--- src/rtl/mc_timing_gen_pkg.sv ---
// -----------------------------------------------------------------------------
// mcs51_timing_pkg
// Shared constants and types for the MCS-51 machine-cycle timing generator.
// A machine cycle is 6 states (S1..S6) of 2 phases each, i.e. 12 oscillator
// clocks. The phase counter runs 0..11. STATE is onehot(cnt>>1) and P2 is cnt[0].
// Optional feature macro used by the generator: MCS51_IDLE_EN.
// -----------------------------------------------------------------------------
package mcs51_timing_pkg;

  localparam int NSTATE  = 6;             // states per machine cycle
  localparam int CYC_W   = 2;             // machine-cycle index / NCYC width
  localparam int MC_CLKS = 2 * NSTATE;    // oscillator clocks per machine cycle
  localparam int CNT_W   = $clog2(MC_CLKS);

  typedef logic [NSTATE-1:0] mc_state_t;  // one-hot S1..S6, bit0 = S1
  typedef logic [CNT_W-1:0]  mc_cnt_t;

  localparam mc_state_t S1 = 6'b000001;
  localparam mc_state_t S2 = 6'b000010;
  localparam mc_state_t S3 = 6'b000100;
  localparam mc_state_t S4 = 6'b001000;
  localparam mc_state_t S5 = 6'b010000;
  localparam mc_state_t S6 = 6'b100000;

  localparam mc_cnt_t CNT_LAST = mc_cnt_t'(MC_CLKS - 1);

  // ALE pulse positions: S1P2/S2P1 and S4P2/S5P1
  localparam logic [1:0][CNT_W-1:0] ALE_SLOT_A = {mc_cnt_t'(2), mc_cnt_t'(1)};
  localparam logic [1:0][CNT_W-1:0] ALE_SLOT_B = {mc_cnt_t'(8), mc_cnt_t'(7)};

  // NCYC/MOVX are captured on the edge leaving S2P2
  localparam mc_cnt_t NCYC_LATCH_CNT = mc_cnt_t'(3);

  // Idle controller states
  typedef enum logic {RUN = 1'b0, IDLE = 1'b1} idle_state_t;

  function automatic mc_state_t cnt_to_state(input mc_cnt_t cnt);
    return S1 << (cnt >> 1);
  endfunction

  function automatic logic in_slot(input mc_cnt_t cnt, input logic [1:0][CNT_W-1:0] slot);
    return (cnt == slot[0]) || (cnt == slot[1]);
  endfunction

endpackage

--- src/rtl/mc_timing_gen_if.sv ---
// -----------------------------------------------------------------------------
// mc_timing_gen_if
// Bundle between the timing generator and the CPU core.
//   Core -> generator : NCYC, MOVX, IDL, WAKE
//   Generator -> core : STATE, P2, ALE, CYC, LAST_CYC, INSTR_START, IDLE_ACK
// Modports: master = core side, slave = timing generator.
// -----------------------------------------------------------------------------
interface mc_timing_gen_if;
  import mcs51_timing_pkg::*;

  logic [CYC_W-1:0] NCYC;
  logic             MOVX;
  logic             IDL;
  logic             WAKE;
  mc_state_t        STATE;
  logic             P2;
  logic             ALE;
  logic [CYC_W-1:0] CYC;
  logic             LAST_CYC;
  logic             INSTR_START;
  logic             IDLE_ACK;

  modport master (
    output NCYC, MOVX, IDL, WAKE,
    input  STATE, P2, ALE, CYC, LAST_CYC, INSTR_START, IDLE_ACK
  );

  modport slave (
    input  NCYC, MOVX, IDL, WAKE,
    output STATE, P2, ALE, CYC, LAST_CYC, INSTR_START, IDLE_ACK
  );
endinterface

--- src/rtl/mc_timing_gen_phase_ctr.sv ---
// -----------------------------------------------------------------------------
// mc_phase_ctr
// Mod-12 phase counter (S1P1..S6P2) with a freeze enable.
//   clk      in   oscillator clock
//   rst_n    in   asynchronous active-low reset (counter -> 0)
//   freeze   in   hold the counter at its current value
//   cnt      out  current phase count 0..11
//   wrap     out  this edge takes the counter 11 -> 0
//   next_cnt out  value the counter takes on the next edge
// -----------------------------------------------------------------------------
module mc_phase_ctr
  import mcs51_timing_pkg::*;
(
  input  logic    clk,
  input  logic    rst_n,
  input  logic    freeze,
  output mc_cnt_t cnt,
  output logic    wrap,
  output mc_cnt_t next_cnt
);

  mc_cnt_t cnt_q, cnt_d;

  always_comb begin
    cnt_d = cnt_q;
    if (!freeze) begin
      cnt_d = (cnt_q == CNT_LAST) ? '0 : cnt_q + 1'b1;
    end
  end

  always_ff @(posedge clk or negedge rst_n) begin
    if (!rst_n) cnt_q <= '0;
    else        cnt_q <= cnt_d;
  end

  assign cnt      = cnt_q;
  assign next_cnt = cnt_d;
  assign wrap     = !freeze && (cnt_q == CNT_LAST);

endmodule

--- src/rtl/mc_timing_gen.sv ---
// -----------------------------------------------------------------------------
// mc_timing_gen
// MCS-51 machine-cycle timing generator. Divides the oscillator into 12-clock
// machine cycles and produces the strobes the core's IR/PC/ACC latches use.
//   CLK      in   oscillator clock, rising edge
//   RSTdash  in   asynchronous active-low reset
//   bus      slave side of mc_timing_gen_if:
//            NCYC/MOVX (sampled at S2P2 of cycle 0), IDL/WAKE (idle control),
//            STATE, P2, ALE, CYC, LAST_CYC, INSTR_START, IDLE_ACK
// All outputs are flops loaded from the next-state decode, so they change on
// the same edge as the phase counter.
// Optional feature: define MCS51_IDLE_EN to enable the idle freeze (IDL/WAKE).
// Without it IDL and WAKE are ignored and IDLE_ACK is tied low.
// -----------------------------------------------------------------------------
module mc_timing_gen
  import mcs51_timing_pkg::*;
(
  input  logic           CLK,
  input  logic           RSTdash,
  mc_timing_gen_if.slave bus
);

  mc_cnt_t          cnt, next_cnt;
  logic             wrap, freeze;
  logic [CYC_W-1:0] cyc_q, cyc_d, ncyc_q, ncyc_d;
  logic             movx_q, movx_d;
  mc_state_t        state_q, state_d;
  logic             p2_q, p2_d, ale_q, ale_d, last_q, last_d, istart_q, istart_d;
  logic             idle_now, idle_next;

`ifdef MCS51_IDLE_EN
  idle_state_t idle_q, idle_d;

  // Idle is entered only at the end of an instruction; WAKE on the same edge
  // takes priority so idle is never entered then.
  always_comb begin
    idle_d = idle_q;
    case (idle_q)
      RUN:     if (wrap && last_q && bus.IDL && !bus.WAKE) idle_d = IDLE;
      IDLE:    if (bus.WAKE) idle_d = RUN;
      default: idle_d = RUN;
    endcase
  end

  always_ff @(posedge CLK or negedge RSTdash) begin
    if (!RSTdash) idle_q <= RUN;
    else          idle_q <= idle_d;
  end

  assign idle_now     = (idle_q == IDLE);
  assign idle_next    = (idle_d == IDLE);
  assign bus.IDLE_ACK = idle_now;
`else
  logic unused_idle_inputs;
  assign unused_idle_inputs = bus.IDL | bus.WAKE;
  assign idle_now     = 1'b0;
  assign idle_next    = 1'b0;
  assign bus.IDLE_ACK = 1'b0;
`endif

  // The counter also holds on the WAKE edge, so the first clock after idle
  // is S1P1 again with INSTR_START set.
  assign freeze = idle_now;

  mc_phase_ctr u_phase_ctr (
    .clk      (CLK),
    .rst_n    (RSTdash),
    .freeze   (freeze),
    .cnt      (cnt),
    .wrap     (wrap),
    .next_cnt (next_cnt)
  );

  always_comb begin
    cyc_d  = cyc_q;
    ncyc_d = ncyc_q;
    movx_d = movx_q;

    if (wrap) cyc_d = (cyc_q == ncyc_q) ? '0 : cyc_q + 1'b1;

    if (!freeze && (cnt == NCYC_LATCH_CNT) && (cyc_q == '0)) begin
      ncyc_d = bus.NCYC;
      movx_d = bus.MOVX;
    end

    // Entering S1P1 of cycle 0 re-arms to a 1-cycle non-MOVX default, which
    // is why LAST_CYC reads 1 through S1/S2 of every first cycle.
    if ((next_cnt == '0) && (cyc_d == '0)) begin
      ncyc_d = '0;
      movx_d = 1'b0;
    end

    state_d  = cnt_to_state(next_cnt);
    p2_d     = next_cnt[0];
    last_d   = (cyc_d == ncyc_d);
    istart_d = (next_cnt == '0) && (cyc_d == '0) && !idle_next;

    ale_d = in_slot(next_cnt, ALE_SLOT_A) || in_slot(next_cnt, ALE_SLOT_B);
    // A multi-cycle MOVX uses the bus for the external data access, so the
    // second pulse of cycle 0 and the first pulse of cycle 1 are dropped.
    if (movx_d && (ncyc_d != '0)) begin
      if (((cyc_d == '0) && in_slot(next_cnt, ALE_SLOT_B)) ||
          ((cyc_d == CYC_W'(1)) && in_slot(next_cnt, ALE_SLOT_A))) begin
        ale_d = 1'b0;
      end
    end
    if (idle_next) ale_d = 1'b1;
  end

  always_ff @(posedge CLK or negedge RSTdash) begin
    if (!RSTdash) begin
      cyc_q    <= '0;
      ncyc_q   <= '0;
      movx_q   <= 1'b0;
      state_q  <= S1;
      p2_q     <= 1'b0;
      ale_q    <= 1'b0;
      last_q   <= 1'b1;
      istart_q <= 1'b1;
    end else begin
      cyc_q    <= cyc_d;
      ncyc_q   <= ncyc_d;
      movx_q   <= movx_d;
      state_q  <= state_d;
      p2_q     <= p2_d;
      ale_q    <= ale_d;
      last_q   <= last_d;
      istart_q <= istart_d;
    end
  end

  assign bus.STATE       = state_q;
  assign bus.P2          = p2_q;
  assign bus.ALE         = ale_q;
  assign bus.CYC         = cyc_q;
  assign bus.LAST_CYC    = last_q;
  assign bus.INSTR_START = istart_q;

endmodule

--- src/flat_wrapper.sv ---
// flat-port wrapper written by rule: the top's interface ports become plain ports
module mc_timing_gen_flat import mcs51_timing_pkg::*;
  (CLK, RSTdash, bus_NCYC, bus_MOVX, bus_IDL, bus_WAKE, bus_STATE, bus_P2, bus_ALE, bus_CYC, bus_LAST_CYC, bus_INSTR_START, bus_IDLE_ACK);
  mc_timing_gen_if bus_i ();
  input  logic CLK;
  input  logic RSTdash;
  input wire logic [$bits(bus_i.NCYC)-1:0] bus_NCYC;
  input wire logic [$bits(bus_i.MOVX)-1:0] bus_MOVX;
  input wire logic [$bits(bus_i.IDL)-1:0] bus_IDL;
  input wire logic [$bits(bus_i.WAKE)-1:0] bus_WAKE;
  output wire logic [$bits(bus_i.STATE)-1:0] bus_STATE;
  output wire logic [$bits(bus_i.P2)-1:0] bus_P2;
  output wire logic [$bits(bus_i.ALE)-1:0] bus_ALE;
  output wire logic [$bits(bus_i.CYC)-1:0] bus_CYC;
  output wire logic [$bits(bus_i.LAST_CYC)-1:0] bus_LAST_CYC;
  output wire logic [$bits(bus_i.INSTR_START)-1:0] bus_INSTR_START;
  output wire logic [$bits(bus_i.IDLE_ACK)-1:0] bus_IDLE_ACK;
  assign bus_i.NCYC = bus_NCYC;
  assign bus_i.MOVX = bus_MOVX;
  assign bus_i.IDL = bus_IDL;
  assign bus_i.WAKE = bus_WAKE;
  assign bus_STATE = bus_i.STATE;
  assign bus_P2 = bus_i.P2;
  assign bus_ALE = bus_i.ALE;
  assign bus_CYC = bus_i.CYC;
  assign bus_LAST_CYC = bus_i.LAST_CYC;
  assign bus_INSTR_START = bus_i.INSTR_START;
  assign bus_IDLE_ACK = bus_i.IDLE_ACK;
  mc_timing_gen u_core (.CLK(CLK), .RSTdash(RSTdash), .bus(bus_i));
endmodule
--- config.mk ---
export PLATFORM = sky130hd
export DESIGN_NAME = mc_timing_gen_flat
export DESIGN_NICKNAME = d
export VERILOG_FILES = /design/src/rtl/mc_timing_gen_pkg.sv /design/src/rtl/mc_timing_gen_if.sv /design/src/rtl/mc_timing_gen_phase_ctr.sv /design/src/rtl/mc_timing_gen.sv /design/src/flat_wrapper.sv
export SDC_FILE = /design/constraint.sdc
export NUM_CORES = 1
export LEC_CHECK = 0
export CAP_MARGIN = 20
export CELL_PAD_IN_SITES_DETAIL_PLACEMENT = 0
export CELL_PAD_IN_SITES_GLOBAL_PLACEMENT = 1
export CORE_UTILIZATION = 28
export CTS_BUF_LIST = sky130_fd_sc_hd__clkbuf_16
export DETAILED_ROUTE_END_ITERATION = 10
export PLACE_DENSITY_LB_ADDON = 0.05
export RECOVER_POWER = 25
export SLEW_MARGIN = 20
export SYNTH_ARGS = -nofsm -noshare
export SYNTH_HDL_FRONTEND = slang
export SYNTH_SLANG_ARGS = --single-unit
--- constraint.sdc ---
create_clock -name CLK -period 1.6 [get_ports CLK]
set_input_delay 0.32 -clock CLK [delete_from_list [all_inputs] [get_ports CLK]]
set_output_delay 0.32 -clock CLK [all_outputs]
set_load 0.01 [all_outputs]
Yosys cells after proc, flatten, opt, wreduce, memory -nomap -nowiden. Cells that the tools add are included.

$add $sub $neg: 2. $mul: 0. Div/mod/pow operators: 0. Magnitude comparators: 0. Equal/unequal tests: 9. Shift-type cells: 1. Muxes and demuxes: 9. Bitwise gates (word level): 0. Reductions and logical operators: 13.

Operators with widths (number): $eq 4x2->1 const B (2); $eq 4x4->1 const B (2); $mux 2 (4); $shl 1x3->6 const A (1); $logic_and 1x1->1 (5); $add 4x1->4 const B (1); $eq 2x2->1 (2); $eq 4x1->1 const B (1); $eq 4x3->1 const B (1); $logic_not 2->1 (2); $logic_not 4->1 (1); $logic_or 1x1->1 (4); $mux 1 (4); $mux 4 (1); $add 2x1->2 const B (1); $eq 2x1->1 const B (1); $reduce_bool 2->1 (1).

Bits in registers: 19. Bits in latches: 0. Bits in writable memories: 0. Memory bits (read-only): 0. Input bits: 7. Output and inout port bits: 13. Logic and storage cells: 43. Memories: 0.

Logic depth before layout (Yosys ltp). Gate-level depths: netlist of run 1.

Depth after elaboration: 9. Depth in mapped cells: 8. Mapped depth without buffers: 7.

By module. Synthesis of run 1 repeated with hierarchy kept, for this count alone.

Cell total of the unflattened synthesis: 74. Area, all modules: 919.6 µm².

By module, submodules not included: mc_timing_gen (instances 1, cells each 55, area each 709.4 µm², sequential area each 379.1 µm²); mc_phase_ctr (instances 1, cells each 19, area each 210.2 µm², sequential area each 100.1 µm²).

Least setup slack after synthesis of run 1. OpenSTA, ideal clock, no wires.

Kind: reg2reg. From: register u_core.u_phase_ctr.cnt_q[0] (netlist: u_core.u_phase_ctr.cnt[0]). To: register u_core.ale_q (netlist: u_core.bus.ALE). Library setup time: 0.086 ns. Data arrival time: 1.632 ns. Required time: 1.514 ns. Setup slack: -0.118 ns. Cell stages (with the launch flop): 8. Buffers on the path: 2. Clock period less this slack: 1.718 ns. Path through: dfrtp_1 ha_1 buf_6 and4bb_1 buf_6 o31ai_1 nor3_1 a32oi_1.

Word-level cells in the longest chain between the ends: 8. Elaborated cells on any way between the ends: 28. Those cells by class: 1 x add/sub; 7 x eq/ne; 8 x mux; 12 x reduce/logical.

Ends and longest elaborated chain: from (decl) (RTL line mc_timing_gen_phase_ctr.sv:22) `mc_cnt_t cnt_q, cnt_d;`; from (signal assigned) (RTL line mc_timing_gen_phase_ctr.sv:33) `else cnt_q <= cnt_d;`; $add 4x1->4 / $eq 4x4->1 (equally long branches) (RTL line mc_timing_gen_phase_ctr.sv:27, mc_timing_gen_phase_ctr.sv:38); $mux 4 / $mux 2 (equally long branches) (RTL line mc_timing_gen_phase_ctr.sv:27, mc_timing_gen.sv:79); $eq 4x3->1, or another cell as far along (RTL line mc_timing_gen_pkg.sv:42) `return (cnt == slot[0]) || (cnt == slot[1]);`; $logic_or 1x1->1 / $logic_and 1x1->1 (equally long branches) (RTL line mc_timing_gen_pkg.sv:42, mc_timing_gen.sv:88); $logic_and 1x1->1, or another cell as far along (RTL line mc_timing_gen.sv:102) `if (((cyc_d == '0) && in_slot(next_cnt, ALE_SLOT_B)) ||`; $logic_or 1x1->1 / $reduce_bool 2->1 (equally long branches) (RTL line mc_timing_gen.sv:102, mc_timing_gen.sv:101); $mux 1 / $logic_and 1x1->1 (equally long branches) (RTL line mc_timing_gen.sv:102, mc_timing_gen.sv:101); $mux 1 (*) (RTL line mc_timing_gen.sv:101) `if (movx_d && (ncyc_d != '0)) begin`; named net u_core.ale_d (RTL line mc_timing_gen.sv:28) `logic p2_q, p2_d, ale_q, ale_d, last_q, last_d, istart_q, istart_d;`; to (signal assigned) (RTL line mc_timing_gen.sv:126) `ale_q <= ale_d;`; to (decl) (RTL line mc_timing_gen.sv:28).

Mark *: on every way through the listed nets, which the timed path passes. The rest lies on a longest branch.

Final worst setup path of run 1.
From: register u_core.cyc_q[1] (netlist: u_core.bus.CYC[1]). To: register u_core.last_q (netlist: u_core.bus.LAST_CYC).

Word-level cells in the longest chain between the ends: 7. Elaborated cells on any way between the ends: 11. Those cells by class: 1 x add/sub; 2 x eq/ne; 4 x mux; 4 x reduce/logical.

Ends and longest elaborated chain: from (decl) (RTL line mc_timing_gen.sv:25) `logic [CYC_W-1:0] cyc_q, cyc_d, ncyc_q, ncyc_d;`; from (signal assigned) (RTL line mc_timing_gen.sv:121) `cyc_q <= cyc_d;`; $add 2x1->2 / $eq 2x2->1 (equally long branches) (RTL line mc_timing_gen.sv:79) `if (wrap) cyc_d = (cyc_q == ncyc_q) ? '0 : cyc_q + 1'b1;`; $mux 2 (2 in series) (RTL line mc_timing_gen.sv:79); $logic_not 2->1 (RTL line mc_timing_gen.sv:88) `if ((next_cnt == '0) && (cyc_d == '0)) begin`; $logic_and 1x1->1 (RTL line mc_timing_gen.sv:88); $mux 2 (RTL line mc_timing_gen.sv:88); $eq 2x2->1 (*) (RTL line mc_timing_gen.sv:95) `last_d = (cyc_d == ncyc_d);`; named net u_core.last_d (RTL line mc_timing_gen.sv:28); to (signal assigned) (RTL line mc_timing_gen.sv:127) `last_q <= last_d;`; to (decl) (RTL line mc_timing_gen.sv:28).

Marks and branches as above.

==> reports/results.txt, run 1 <==
run status: finished with violations
failing checks: setup timing
clock buffer depth: 2
Placed Instances: 185
Root Driver: clkbuf_16
critical path arrival: 1770 ps
remaining antenna violation count: 0
routed wire length: 2330 um
Core Area: 3690 um2
syn nets: 120
Synth async-reset ratio: 100%
Reg2Reg Capture Point: u_core.bus.LAST_CYC
crit share post-route: 100%
sequential area share after synthesis: 41.7%
WL/cell: 12.1 um
Pre-Repair DR Iteration Count: 2
Final Slew Violations: 0
CTS tree: done
Layout area overhead: 52.2%
sequential cell area: 457 um2
Hold Path Sink: u_core.movx_q
worst vdd rail ir drop: 0.371 mV
initial antenna violation count: 0
worst r2r src: u_core.bus.CYC[1]
Least-Margin Pin Slew: 1020 ps
Initial Utilization: 29.5%
r2r setup slk: -2 ps
combined area of the multi-input logic cells: 697 um2
Post-synth top flop: dfrtp_1
Pwr Density: 1180 nW/um2
Port-buffer cells: 16
crit-path leading delay family: flip-flops
via count: 843
Final HPWL DP: 1770 um
total grt overflow: 0
Layout Nets: 158
skew final: 4.45 ps
critical path fanouts, max: 5
Post-Syn Area: 1090 um2
type of the worst min-delay path: reg -> reg
ANT cells: 0
Num CTS Buffers: 3
Post-synth EDFFs: 0
Max-Cap Viols: 0
Register-to-Register Path Depth: 7
first-pass GRT wire length: 3880 um
hold path cells: 3
Max Clk Rate: 624 MHz
final cell count without fillers: 192
final setup margin: -1.52 ps
synthesized instance count: 107
crit-path max cell delay: 400 ps
Design Area, Final: 1660 um2
Fin Hold WS: 680 ps
synthesis-stage register bit count: 18
Starting DRT DRC Count: 15
die area: 4150 um2
drt via density: 4.39
# rows: 22
RSZ-0062 raised after global routing: true
number of global-route vias before repair: 830
min-delay src: u_core.movx_q
io pins: 20
synth warn: 0
Hold-fix buffers, CTS: 0
Critical Path Sink Type: flip-flop
DRC: 0
Worst setup SP type: flip-flop
largest net degree at the start of global routing: 19
syn avg cell area: 10.2 um2
worst skew pair latency: 250 ps
clock-pin transition on the worst setup and hold timing paths: 60 ps
Cell variety after synth: 42
placed instance area: 1430 um2
Slew Limit Headroom: 32.0%
Worst Path Required: 1770 ps
crit path kind: reg -> reg
critical-path cell list: inv_2 -> ha_4 -> and4bb_1 -> buf_6 -> mux2i_4 -> xnor2_2 -> o221ai_2
CTS H-tree lvls: 1
gpl congestion: 0.708
gr usage total: 12.7%
Die W: 64.4 um
clock sinks: 18
post-route minimum period: 1600 ps
layout cells sized above 1: 41.7%
Crit-path slowest cell: dfrtp_1
Filler cells: 388
die height: 64.4 um
Final Hold Viols: 0
WP buf/inv: 2
leakage: 0.773 nW
final setup vio count: 1
## kinds of logic after synthesis
logic type,synth area share [%]
AOI/OAI and AO/OA,14.7
xor gates and xnor gates,3.22
adders and majority gates,6.89
buffers and inverters,7.58
DFF,41.7
muxes,5.86
other,0.344
and+or+nand+nor,19.7
## per-layer routing
metal	vias to the layer above	routed length [um]	global-route usage (%)
li1	433	-	-
met1	393	1090	15.5
met2	13	1120	20.7
met3	4	79	3.57
met4	0	33	5.83
met5	-	0	0
## through the flow
stage	worst slack, ps	TNS (ps)	util (%)	total power (W)
floorplan	-21.7	-27.4	-	0.000948
global placement	-77.4	-192	38.8	0.00125
detailed placement	-57.3	-187	38.8	0.00127
CTS	-49.1	-69.5	41.7	0.00181
global route	-97.7	-195	45.0	0.00210
finish	-1.52	-1.52	45.0	0.00196
## synthesized netlist by cell type (2+ instances only)
master | count | area, um2
o31ai_1 | 2 | 15.0
inv_1 | 10 | 37.5
mux2i_1 | 3 | 30.0
xor2_1 | 3 | 26.3
nand2_1 | 8 | 30.0
nor2_1 | 10 | 37.5
o21ai_0 | 4 | 20.0
and2_1 | 2 | 12.5
buf_6 | 3 | 33.8
nor2b_1 | 6 | 37.5
dfstp_2 | 3 | 78.8
ha_1 | 6 | 75.1
nor3_1 | 3 | 15.0
nand3_1 | 2 | 10.0
dfrtp_1 | 15 | 375
## cell type report
type,instances,share of cell area (%)
multi-input cells,74,42.0
inverters,10,2.26
clock buffers,3,4.52
well taps,48,3.62
clock inverters,1,0.226
flip-flops and latches,18,27.5
repair buffers,38,19.8
## placed cells by master, fill, tap and decap left out, drive strengths merged, types with 2 or more instances in the layout
| cell | Yosys | layout |
|---|---|---|
| nand3 | 2 | 2 |
| dfstp | 3 | 3 |
| dlygate4sd2 | 0 | 5 |
| nor2 | 10 | 10 |
| inv | 10 | 10 |
| o31ai | 2 | 2 |
| clkbuf | 1 | 4 |
| nor2b | 6 | 6 |
| nor3 | 3 | 3 |
| mux2i | 4 | 4 |
| clkdlybuf4s50 | 0 | 10 |
| and2 | 2 | 2 |
| xor2 | 3 | 3 |
| o21ai | 6 | 6 |
| buf | 4 | 21 |
| ha | 6 | 6 |
| dfrtp | 15 | 15 |
| nand2 | 8 | 8 |
| o211ai | 2 | 2 |
## state kept, by name (all words and copies together), names as in the netlist
register / cells
u_core.bus.STATE: 6
u_core.bus.CYC: 2
u_core.movx_q: 1
u_core.bus.INSTR_START: 1
u_core.bus.LAST_CYC: 1
u_core.bus.ALE: 1
u_core.u_phase_ctr.cnt: 4
u_core.ncyc_q: 2
## power breakdown
part	internal [W]	leakage, nW	switching [W]
logic	0.000455	0.510	0.000386
registers	0.000532	0.225	0.0000761
clock network	0.000333	0.0385	0.000176
total	0.00132	0.773	0.000638
## how the worst max path moves through the flow
stage | from | endpoint | slack [ps] | cells after the start
floorplan | u_core.u_phase_ctr.cnt[0] | u_core.bus.LAST_CYC | -20 | 8
global placement | u_core.bus.CYC[0] | u_core.bus.ALE | -80 | 7
detailed placement | u_core.bus.CYC[0] | u_core.bus.ALE | -60 | 7
CTS | u_core.u_phase_ctr.cnt[0] | u_core.bus.LAST_CYC | -50 | 7
global route | u_core.bus.CYC[1] | u_core.bus.LAST_CYC | -100 | 7
finish | u_core.bus.CYC[1] | u_core.bus.LAST_CYC | -2 | 7
## worst reg2reg max path: stages, from the launching register on
cell and delay [ps]:
dfrtp_1 400, inv_2 80, ha_4 130, and4bb_1 210
buf_6 160, mux2i_4 300, xnor2_2 140, o221ai_2 100
## what timing repair did
item                                    in CTS  in global routing
gates cloned                                 0                  0
pin swaps                                    4                  8
gates resized for setup                     11                 26
setup buffers                                1                  3
endpoints found under the setup margin       9                 10
No activity file was read; power rests on OpenSTA's default activity.
==> inputs of run 2 (changes only) <==
--- a/config.mk
+++ b/config.mk
@@ -16,4 +16,5 @@
 export SLEW_MARGIN = 20
 export SYNTH_ARGS = -nofsm -noshare
 export SYNTH_HDL_FRONTEND = slang
+export SYNTH_HIERARCHICAL = 1
 export SYNTH_SLANG_ARGS = --single-unit
==> run 2 against run 1 <==
The flow still finishes with violations (setup timing). Register-to-register slack got worse by 210 ps. Routed wire length decreased by 15%. Fmax fell by 11%. Cell area down 7.8%. Sequential share of layout area grew 3.8 points. Clock skew decreased by 1.1 ps. Count of clock-buffer cells in the layout is the same. Synthesized area is 16% lower. Clock power about the same. Worst hold slack got worse by 150 ps. Combinational power is 120% higher. Flip-flop and latch count grew 1.
==> reports/results.txt, run 2 <==
crit share post-route: 113% (was 100%)
worst vdd rail ir drop: 0.865 mV (was 0.371 mV)
critical path fanouts, max: 4 (was 5)
commonest cells after routing, fill and taps aside: buf_4, dfrtp_1, clkdlybuf4s50_1 (unchanged)
Setup WS pre-CTS: -283 ps (was -57.3 ps)
number of global-route vias before repair: 736 (was 830)
Util after Layout: 49.7% (was 45.0%)
hold path cells: 2 (was 3)
Least-Margin Pin Slew: 1050 ps (was 1020 ps)
Synth async-reset ratio: 100% (unchanged)
die height: 59.3 um (was 64.4 um)
Slew Limit Headroom: 30.3% (was 32.0%)
most used cell, CP: mux2_4
Layout Nets: 139 (was 158)
Crit-path slowest cell: dfrtp_1 (unchanged)
layout cells sized above 1: 44.2% (was 41.7%)
critical-path cell list: ha_4 -> nor2b_4 -> mux2_4 -> and3b_1 -> mux2_4 -> o31ai_4 -> o41ai_2 (was inv_2 -> ha_4 -> and4bb_1 -> buf_6 -> mux2i_4 -> xnor2_2 -> o221ai_2)
Max-Cap Viols: 0 (unchanged)
Initial Utilization: 29.9% (was 29.5%)
Worst setup SP type: flip-flop (unchanged)
Num CTS Buffers: 3 (unchanged)
Die W: 59.3 um (was 64.4 um)
DRC: 0 (unchanged)
clock-pin transition on the worst setup and hold timing paths: 50 ps (was 60 ps)
synthesized instance count: 74 (was 107)
remaining antenna violation count: 0 (unchanged)
top-count cell post-synth: dfrtp_1 (unchanged)
Design Area, Final: 1530 um2 (was 1660 um2)
final setup vio count: 6 (was 1)
syn avg cell area: 12.4 um2 (was 10.2 um2)
failing checks: setup timing (unchanged)
io pins: 20 (unchanged)
skew final: 3.35 ps (was 4.45 ps)
initial antenna violation count: 0 (unchanged)
largest net degree at the start of global routing: 20 (was 19)
crit path kind: reg -> reg (unchanged)
# rows: 20 (was 22)
crit-path leading delay family: multiplexers (was flip-flops)
crit-path max cell delay: 400 ps (about the same)
sequential area share after synthesis: 52.1% (was 41.7%)
Hold-fix buffers, CTS: 0 (unchanged)
Yosys top cell by area: dfrtp_1 (unchanged)
Worst Path Required: 1730 ps (was 1770 ps)
ANT cells: 0 (unchanged)
Critical Path Sink Type: flip-flop (unchanged)
clock sinks: 19 (was 18)
placed instance area: 1370 um2 (was 1430 um2)
Layout area overhead: 66.3% (was 52.2%)
Reg2Reg Capture Point: u_core/bus.ALE (was u_core.bus.LAST_CYC)
leakage: 0.728 nW (was 0.773 nW)
top cell type's share of synthesized area: 43.5% (was 34.4%)
Hold Path Sink: u_core/movx_q (was u_core.movx_q)
WL/cell: 11.5 um (was 12.1 um)
Cell variety after synth: 36 (was 42)
r2r setup slk: -210 ps (was -2 ps)
CTS tree: done (unchanged)
Post-synth top flop: dfrtp_1 (unchanged)
Final Hold Viols: 0 (unchanged)
synth top area cells: dfrtp_1, dfstp_2, mux2i_1 (was dfrtp_1, dfstp_2, ha_1)
total grt overflow: 0 (unchanged)
critical path arrival: 1940 ps (was 1770 ps)
leading cell types by count after synthesis: dfrtp_1, nor2_1, mux2i_1, o21ai_0 (was dfrtp_1, inv_1, nor2_1, nand2_1)
Port-buffer cells: 16 (unchanged)
via count: 732 (was 843)
synth warn: 6 (was 0)
die area: 3520 um2 (was 4150 um2)
Post-synth EDFFs: 0 (unchanged)
leading cell type in the layout, fill and taps excluded: buf_4 (unchanged)
first-pass GRT wire length: 3370 um (was 3880 um)
Starting DRT DRC Count: 11 (was 15)
Register-to-Register Path Depth: 7 (unchanged)
RSZ-0062 raised after global routing: true (unchanged)
Post-Syn Area: 920 um2 (was 1090 um2)
WP buf/inv: 0 (was 2)
Core Area: 3080 um2 (was 3690 um2)
gpl congestion: 0.730 (was 0.708)
routed wire length: 1990 um (was 2330 um)
run status: finished with violations (unchanged)
gr usage total: 13.6% (was 12.7%)
min-delay src: u_core/movx_q (was u_core.movx_q)
drt via density: 4.23 (was 4.39)
Max Clk Rate: 553 MHz (was 624 MHz)
Pre-Repair DR Iteration Count: 3 (was 2)
number of flip-flops in the largest register: 6 (unchanged)
type of the worst min-delay path: reg -> reg (unchanged)
final setup margin: -209 ps (was -1.52 ps)
post-route minimum period: 1810 ps (was 1600 ps)
worst r2r src: u_core/u_phase_ctr/cnt[0] (was u_core.bus.CYC[1])
Final HPWL DP: 1480 um (was 1770 um)
synthesis-stage register bit count: 19 (was 18)
Final Slew Violations: 0 (unchanged)
Pwr Density: 2070 nW/um2 (was 1180 nW/um2)
CTS H-tree lvls: 1 (unchanged)
clock buffer depth: 2 (unchanged)
Root Driver: clkbuf_16 (unchanged)
worst skew pair latency: 250 ps (about the same)
-- run 2: cell types whose count changed in the layout (fill, tap and decap cells not counted), sizes merged, moves of 3 or more --
cell and delta:
nor3b +3, inv -7, buf +8, nor2 -3, nand2 -5, nor2b -5, ha -4, conb +6
mux2 +3
-- run 2: worst min-delay path, stage by stage, from the launching register on --
cell and delay, ps:
dfrtp_1 330, mux2i_1 70, nor2_1 90
-- run 2: cells by family after synthesis --
| logic type | synth area share (%) |
|---|---|
| muxes | 9.66 |
| AOI/OAI and AO/OA | 15.2 |
| xor gates and xnor gates | 2.86 |
| DFF | 52.1 |
| adders and majority gates | 2.72 |
| buffers and inverters | 2.04 |
| and+or+nand+nor | 15.0 |
| other | 0.408 |
-- run 2: worst max path at each step --
stage,startpoint,to,slack (ps),cells past startpoint
3_5_place_dp,u_core/u_phase_ctr/cnt[0],u_core/bus.LAST_CYC,-280,7
3_3_place_gp,u_core/u_phase_ctr/cnt[0],u_core/bus.LAST_CYC,-270,7
6_report,u_core/u_phase_ctr/cnt[0],u_core/bus.ALE,-210,7
4_1_cts,u_core/u_phase_ctr/cnt[0],u_core/bus.INSTR_START,-220,7
5_1_grt,u_core/u_phase_ctr/cnt[0],u_core/bus.ALE,-270,7
2_1_floorplan,u_core/u_phase_ctr/cnt[0],u_core/bus.ALE,-170,7
-- run 2: area by class of cell --
class / count / area [um2]
well taps: 44 / 55.1
flip-flops and latches: 19 / 479
multi-input cells: 57 / 517
fillers: 280 / 1550
inverters: 3 / 11.3
clock inverters: 1 / 5.00
clock buffers: 3 / 75.1
repair buffers: 46 / 387
-- run 2: through the flow --
stage / setup TNS, ps / hold slack [ps] / total power, W / cells
after global placement: -1490 / 507 / 0.00251 / 164
after floorplan: -824 / 24.4 / 0.00170 / 80
after detailed placement: -1630 / 509 / 0.00253 / 164
final: -840 / 529 / 0.00317 / 173
after CTS: -1290 / 418 / 0.00319 / 172
after global routing: -1560 / 599 / 0.00341 / 173
-- run 2: layer usage --
layer / share of wire, % / global-route usage [%] / up-vias
met5: 0 / 0 / -
met1: 45 / 15.7 / 347
li1: - / - / 371
met2: 51 / 22.6 / 12
met3: 3.3 / 4.59 / 2
met4: 0.95 / 6.12 / 0
-- run 2: timing repair --
action,CTS,global route
gates cloned,0,0
setup buffers,4,2
resized for setup,11,5
pin swaps,8,6
endpoints found under the setup margin,11,12
hold endpoints to repair,0,0
-- run 2: power by group --
group | internal (W) | leakage, nW | total (W) | switching (W)
registers | 0.000706 | 0.231 | 0.000842 | 0.000136
clock network | 0.000335 | 0.0409 | 0.000509 | 0.000175
logic | 0.00102 | 0.456 | 0.00182 | 0.000799
total | 0.00206 | 0.728 | 0.00317 | 0.00111
